File: src/rtl/writeback_pkg.sv
// -----------------------------------------------------------------------------
// writeback_pkg
// Shared definitions for the write-back stage: data width and the encoding of
// the result-source select driven by the decode stage.
//
// Contents:
//   XLEN         - register/data width (32)
//   SEL_W        - result-source select width (2)
//   WB_SEL_*     - select encodings (memory, ALU, PC+4, reserved)
//   wb_sel_e     - enum view of the select, for readable debug/case labels
//   wb_sel_valid - true for the three defined encodings
// -----------------------------------------------------------------------------
package writeback_pkg;

  localparam int XLEN  = 32;
  localparam int SEL_W = 2;

  localparam logic [SEL_W-1:0] WB_SEL_MEM  = 2'b00;
  localparam logic [SEL_W-1:0] WB_SEL_ALU  = 2'b01;
  localparam logic [SEL_W-1:0] WB_SEL_PC4  = 2'b10;
  localparam logic [SEL_W-1:0] WB_SEL_RSVD = 2'b11;

  typedef enum logic [SEL_W-1:0] {
    SEL_MEM  = 2'b00,
    SEL_ALU  = 2'b01,
    SEL_PC4  = 2'b10,
    SEL_RSVD = 2'b11
  } wb_sel_e;

  // The reserved encoding is the only invalid one.
  function automatic logic wb_sel_valid(input logic [SEL_W-1:0] sel);
    return (sel != WB_SEL_RSVD);
  endfunction

endpackage

File: src/rtl/writeback_mux3.sv
// -----------------------------------------------------------------------------
// wb_mux3
// Three-input result-source selector for the write-back stage. The chosen
// input passes through bit-exact; the reserved select value yields zero so a
// bad decode never leaks stale data into the register file.
//
// Ports:
//   sel   in  [1:0]  source select (00 mem, 01 alu, 10 pc4, 11 -> zero)
//   mem   in  [31:0] load data
//   alu   in  [31:0] ALU result
//   pc4   in  [31:0] link value (PC+4)
//   dout  out [31:0] selected value
// -----------------------------------------------------------------------------
module wb_mux3
  import writeback_pkg::*;
(
  input  logic [SEL_W-1:0] sel,
  input  logic [XLEN-1:0]  mem,
  input  logic [XLEN-1:0]  alu,
  input  logic [XLEN-1:0]  pc4,
  output logic [XLEN-1:0]  dout
);

  always_comb begin
    dout = '0;
    case (sel)
      WB_SEL_MEM: dout = mem;
      WB_SEL_ALU: dout = alu;
      WB_SEL_PC4: dout = pc4;
      default:    dout = '0;
    endcase
  end

endmodule

File: src/rtl/writeback.sv
// -----------------------------------------------------------------------------
// writeback
// Write-back stage of the pipeline. Chooses the register-file write value from
// load data, ALU result or PC+4. The result path is purely combinational and
// independent of clk, rst and regwriteW; the register file gates the write.
//
// A small amount of debug state (observable hierarchically only) tracks the
// most recent written value and the number of write-backs performed.
//
// Optional build macro:
//   WRITEBACK_CHECK_EN - adds simulation-only checks for writes with the
//                        reserved select or with an unknown select.
//
// Ports:
//   clk        in   1   clock, rising edge
//   rst        in   1   synchronous active-high reset (debug state only)
//   regwriteW  in   1   register-file write enable for this instruction
//   wbselW     in   2   result source select
//   data_readW in  32   load data
//   ALUresW    in  32   ALU result
//   pc4W       in  32   PC+4 link value
//   resultW    out 32   value to write to the register file
// -----------------------------------------------------------------------------
module writeback
  import writeback_pkg::*;
(
  input  logic             clk,
  input  logic             rst,
  input  logic             regwriteW,
  input  logic [SEL_W-1:0] wbselW,
  input  logic [XLEN-1:0]  data_readW,
  input  logic [XLEN-1:0]  ALUresW,
  input  logic [XLEN-1:0]  pc4W,
  output logic [XLEN-1:0]  resultW
);

  logic [XLEN-1:0] last_resultW;
  logic [XLEN-1:0] wb_countW;

  wb_mux3 u_mux (
    .sel  (wbselW),
    .mem  (data_readW),
    .alu  (ALUresW),
    .pc4  (pc4W),
    .dout (resultW)
  );

  // Debug shadow state. A floating rst reads as X/Z, which the if() treats as
  // false, so an unconnected reset behaves as deasserted. Reset wins over a
  // simultaneous write. The counter wraps naturally at 2^32.
  always_ff @(posedge clk) begin
    if (rst) begin
      last_resultW <= '0;
      wb_countW    <= '0;
    end else if (regwriteW) begin
      last_resultW <= resultW;
      wb_countW    <= wb_countW + 32'd1;
    end
  end

`ifdef WRITEBACK_CHECK_EN
  always @(posedge clk) begin
    if (regwriteW === 1'b1) begin
      if ($isunknown(wbselW))
        $error("writeback: wbselW is X/Z while regwriteW=1 (wbselW=%b)", wbselW);
      else if (!wb_sel_valid(wbselW))
        $error("writeback: register write with reserved wbselW=%b", wbselW);
    end
  end
`endif

endmodule

File: config.mk
export PLATFORM = sky130hd
export DESIGN_NAME = writeback
export DESIGN_NICKNAME = d
export VERILOG_FILES = /design/src/rtl/writeback_pkg.sv /design/src/rtl/writeback_mux3.sv /design/src/rtl/writeback.sv
export SDC_FILE = /design/constraint.sdc
export NUM_CORES = 1
export LEC_CHECK = 0
export CAP_MARGIN = 25
export CELL_PAD_IN_SITES_DETAIL_PLACEMENT = 2
export CELL_PAD_IN_SITES_GLOBAL_PLACEMENT = 2
export CORE_ASPECT_RATIO = 1.25
export CORE_UTILIZATION = 10
export DETAILED_ROUTE_END_ITERATION = 16
export GPL_TIMING_DRIVEN = 0
export PLACE_DENSITY_LB_ADDON = 0.1
export REMOVE_ABC_BUFFERS = 1
export SYNTH_ARGS = -nofsm -noshare
export SYNTH_HDL_FRONTEND = slang
export SYNTH_SLANG_ARGS = --single-unit
File: constraint.sdc
create_clock -name vclk -period 1
set_input_delay 0.15 -clock vclk [all_inputs]
set_output_delay 0.15 -clock vclk [all_outputs]
set_load 0.01 [all_outputs]
==> parameters.txt, run 1 <==
Parameter                              Value

Run status
  Run status ... finished, violations left
  Violated checks ... negative setup slack

Placement
  RD Place Congestion ... 0.653
  HPWL after detailed placement ... 3760 µm
  Port-buffer cells ... 130
  Dpl cell area ... 2100 µm²

Die
  Effective utilization at floorplan ... 10.5%
  Die extent in x ... 81.3 µm
  Floorplan die area ... 8230 µm²
  I/O pin count ... 133
  Site Rows ... 35
  Area of the core ... 7490 µm²
  Y dimension of the die ... 101 µm

Critical path
  Worst path slowest cell ... sky130_fd_sc_hd__nor2b_4
  Setup crit end kind ... output pin
  Most frequent cell on the critical path ... sky130_fd_sc_hd__buf_12
  Kind of critical path ... in2out
  Startpoint types ... input pin
  CP required ... 0.85 ns
  Critical path arrival ... 1.00 ns
  Capturing instance or port of the critical path ... resultW[11]
  Startpoint of the most critical setup path ... wbselW[0]
  CP max FO ... 8
  Ordered list of cells on the worst path ... buf_16 -> buf_12 -> nor2b_4 -> buf_12 -> o2bb2ai_1 -> buf_2
  CP peak stage delay ... 0.16 ns

Routing
  Total wire length ... 5510 µm
  Vias ... 1,259
  Post-DRT Antenna Nets ... 0
  Router iterations before antenna repair ... 2
  Post-route DRC violation count ... 0
  Final routed wire length divided by cell count ... 18.2 µm
  Initial DRC count ... 6
  Via-per-instance ratio ... 4.16

Power
  Leak pwr ... 1.07 nW
  Peak supply drop ... 0.201 mV
  Total power density per cell area ... 443 nW/µm²
  Post-route total power ... 1.08 mW

Synth
  Post-Synthesis Cell Area ... 787 µm²
  Gate count after technology mapping ... 77
  Seq/Total Area, Yosys ... 0%
  Number of distinct standard cells referenced by the synthesized netlist ... 8
  Avg Cell Area, Syn ... 10.2 µm²
  Yosys warns ... 0

Finish
  Share of cells above drive strength 1 ... 43.6%
  Area occupied by registers ... 0 µm²
  Count of inserted antenna diode cells ... 0
  Leading cell type in the layout, fill and taps excluded ... sky130_fd_sc_hd__clkdlybuf4s50_1
  Clock buffers ... 0
  Filler instances ... 802
  Commonest cells after routing, fill and taps aside ... sky130_fd_sc_hd__clkdlybuf4s50_1 (68), sky130_fd_sc_hd__buf_2 (28), sky130_fd_sc_hd__o2bb2ai_2 (26), sky130_fd_sc_hd__mux2i_1 (20), sky130_fd_sc_hd__dlygate4sd2_1 (20)
  Total Nets Final ... 314
  Sequential cells ... 0
  Multi-input gate area in the final layout ... 901 µm²
  Final design area excluding fillers ... 2440 µm²
  Area growth from synthesis to layout ... 210%

STA
  Total count of hold-check failures in the final report ... 0
  Final-layout setup total negative slack ... -3.78 ns
  Fin. max-slew vios ... 0
  Worst setup margin ... -0.147 ns
  Slew at the pin closest to its max-slew limit ... 0.263 ns
  Final period util ... 115%
  Period minus WS final ... 1.15 ns
  Unrepaired setup endpoints after global routing ... yes
  Achievable frequency ... 872 MHz
  Worst slew margin ... 81.9%
  Finish-stage setup viols ... 32

Global route
  First-pass GRT wire length ... 7650 µm
  Number of antenna violations at the first check in global routing ... 0
  Largest net degree at the start of global routing ... 18
  GRT overflow ... 0
  Global Route Usage Sum ... 12.5%
  Number of global-route vias before repair ... 1,502

Run
  # Max-Cap Violations ... 0

Worst hold path
  Cell depth of the worst min-delay path ... 3
  Worst min path class ... in2out
==> layer usage <==
metal	GRT usage, %	up-vias	wire length (µm)
met2	27.4	72	3190
met3	2.07	0	434
met4	0	0	0
met5	0	-	0
met1	12.3	599	1890
li1	-	588	-
==> worst min path at each step <==
stage / startpoint / to / slack, ns
after detailed placement: wbselW[0] / resultW[29] / 1.24
after global placement: pc4W[25] / resultW[25] / 1.29
after floorplan: wbselW[1] / resultW[0] / 0.35
after CTS: wbselW[1] / resultW[6] / 0.64
after global routing: wbselW[1] / resultW[4] / 0.67
final: wbselW[1] / resultW[4] / 0.65
==> what timing repair did <==
item	in CTS	in global routing
gates cloned	5	0
buffers inserted	13	0
resized for setup	180	39
hold buffers	0	0
pin swaps	4	6
setup endpoints to repair	32	32
==> Yosys cell counts <==
cell type                   instances  area [µm²]
sky130_fd_sc_hd__buf_4              1        7.51
sky130_fd_sc_hd__buf_6              8        90.1
sky130_fd_sc_hd__o2bb2ai_1         22         193
sky130_fd_sc_hd__o2bb2ai_2         10         150
sky130_fd_sc_hd__clkbuf_1           2        7.51
sky130_fd_sc_hd__mux2i_1           32         320
sky130_fd_sc_hd__buf_2              1        5.00
sky130_fd_sc_hd__nor2b_4            1        13.8
==> critical path: cells and delay by family <==
family                 cells  cell delay (ns)
AO/OA/AOI/OAI              1             0.11
buffers and inverters      4             0.56
AND/OR/NAND/NOR            1             0.16
==> area by class of cell <==
cell class                 instances  area share, %
timing repair buffer             145           58.4
tap                               92           4.71
multi-input combinational         66           36.9
==> where the power goes <==
| part | switching, mW | leakage [nW] | total [mW] | internal [mW] |
|---|---|---|---|---|
| clock network | 0 | 0 | 0 | 0 |
| registers | 0 | 0 | 0 | 0 |
| logic | 0.408 | 1.07 | 1.08 | 0.674 |
==> through the flow <==
step                util [%]  hold WS, ns  cells  setup WS [ns]
finish                  32.6        0.652    303         -0.147
CTS                     30.9        0.643    306         -0.215
global placement        28.0         1.29    287          -3.00
detailed placement      28.1         1.24    288          -1.72
floorplan                  -        0.353     65        -0.0553
global route            32.6        0.670    303         -0.188
==> cell families after synthesis <==
logic type	after synthesis	synth area share, %
buf+inv	12	14.0
mux	32	40.7
compound gates	32	43.6
simple gates	1	1.75
Note: power is estimated with default switching activity, not from simulation.
==> run 2: changes to the inputs <==
Settings changed: SLEW_MARGIN set to 10.
==> results of run 2 <==
No change in the layout: final DEF, timing and power equal those of run 1.
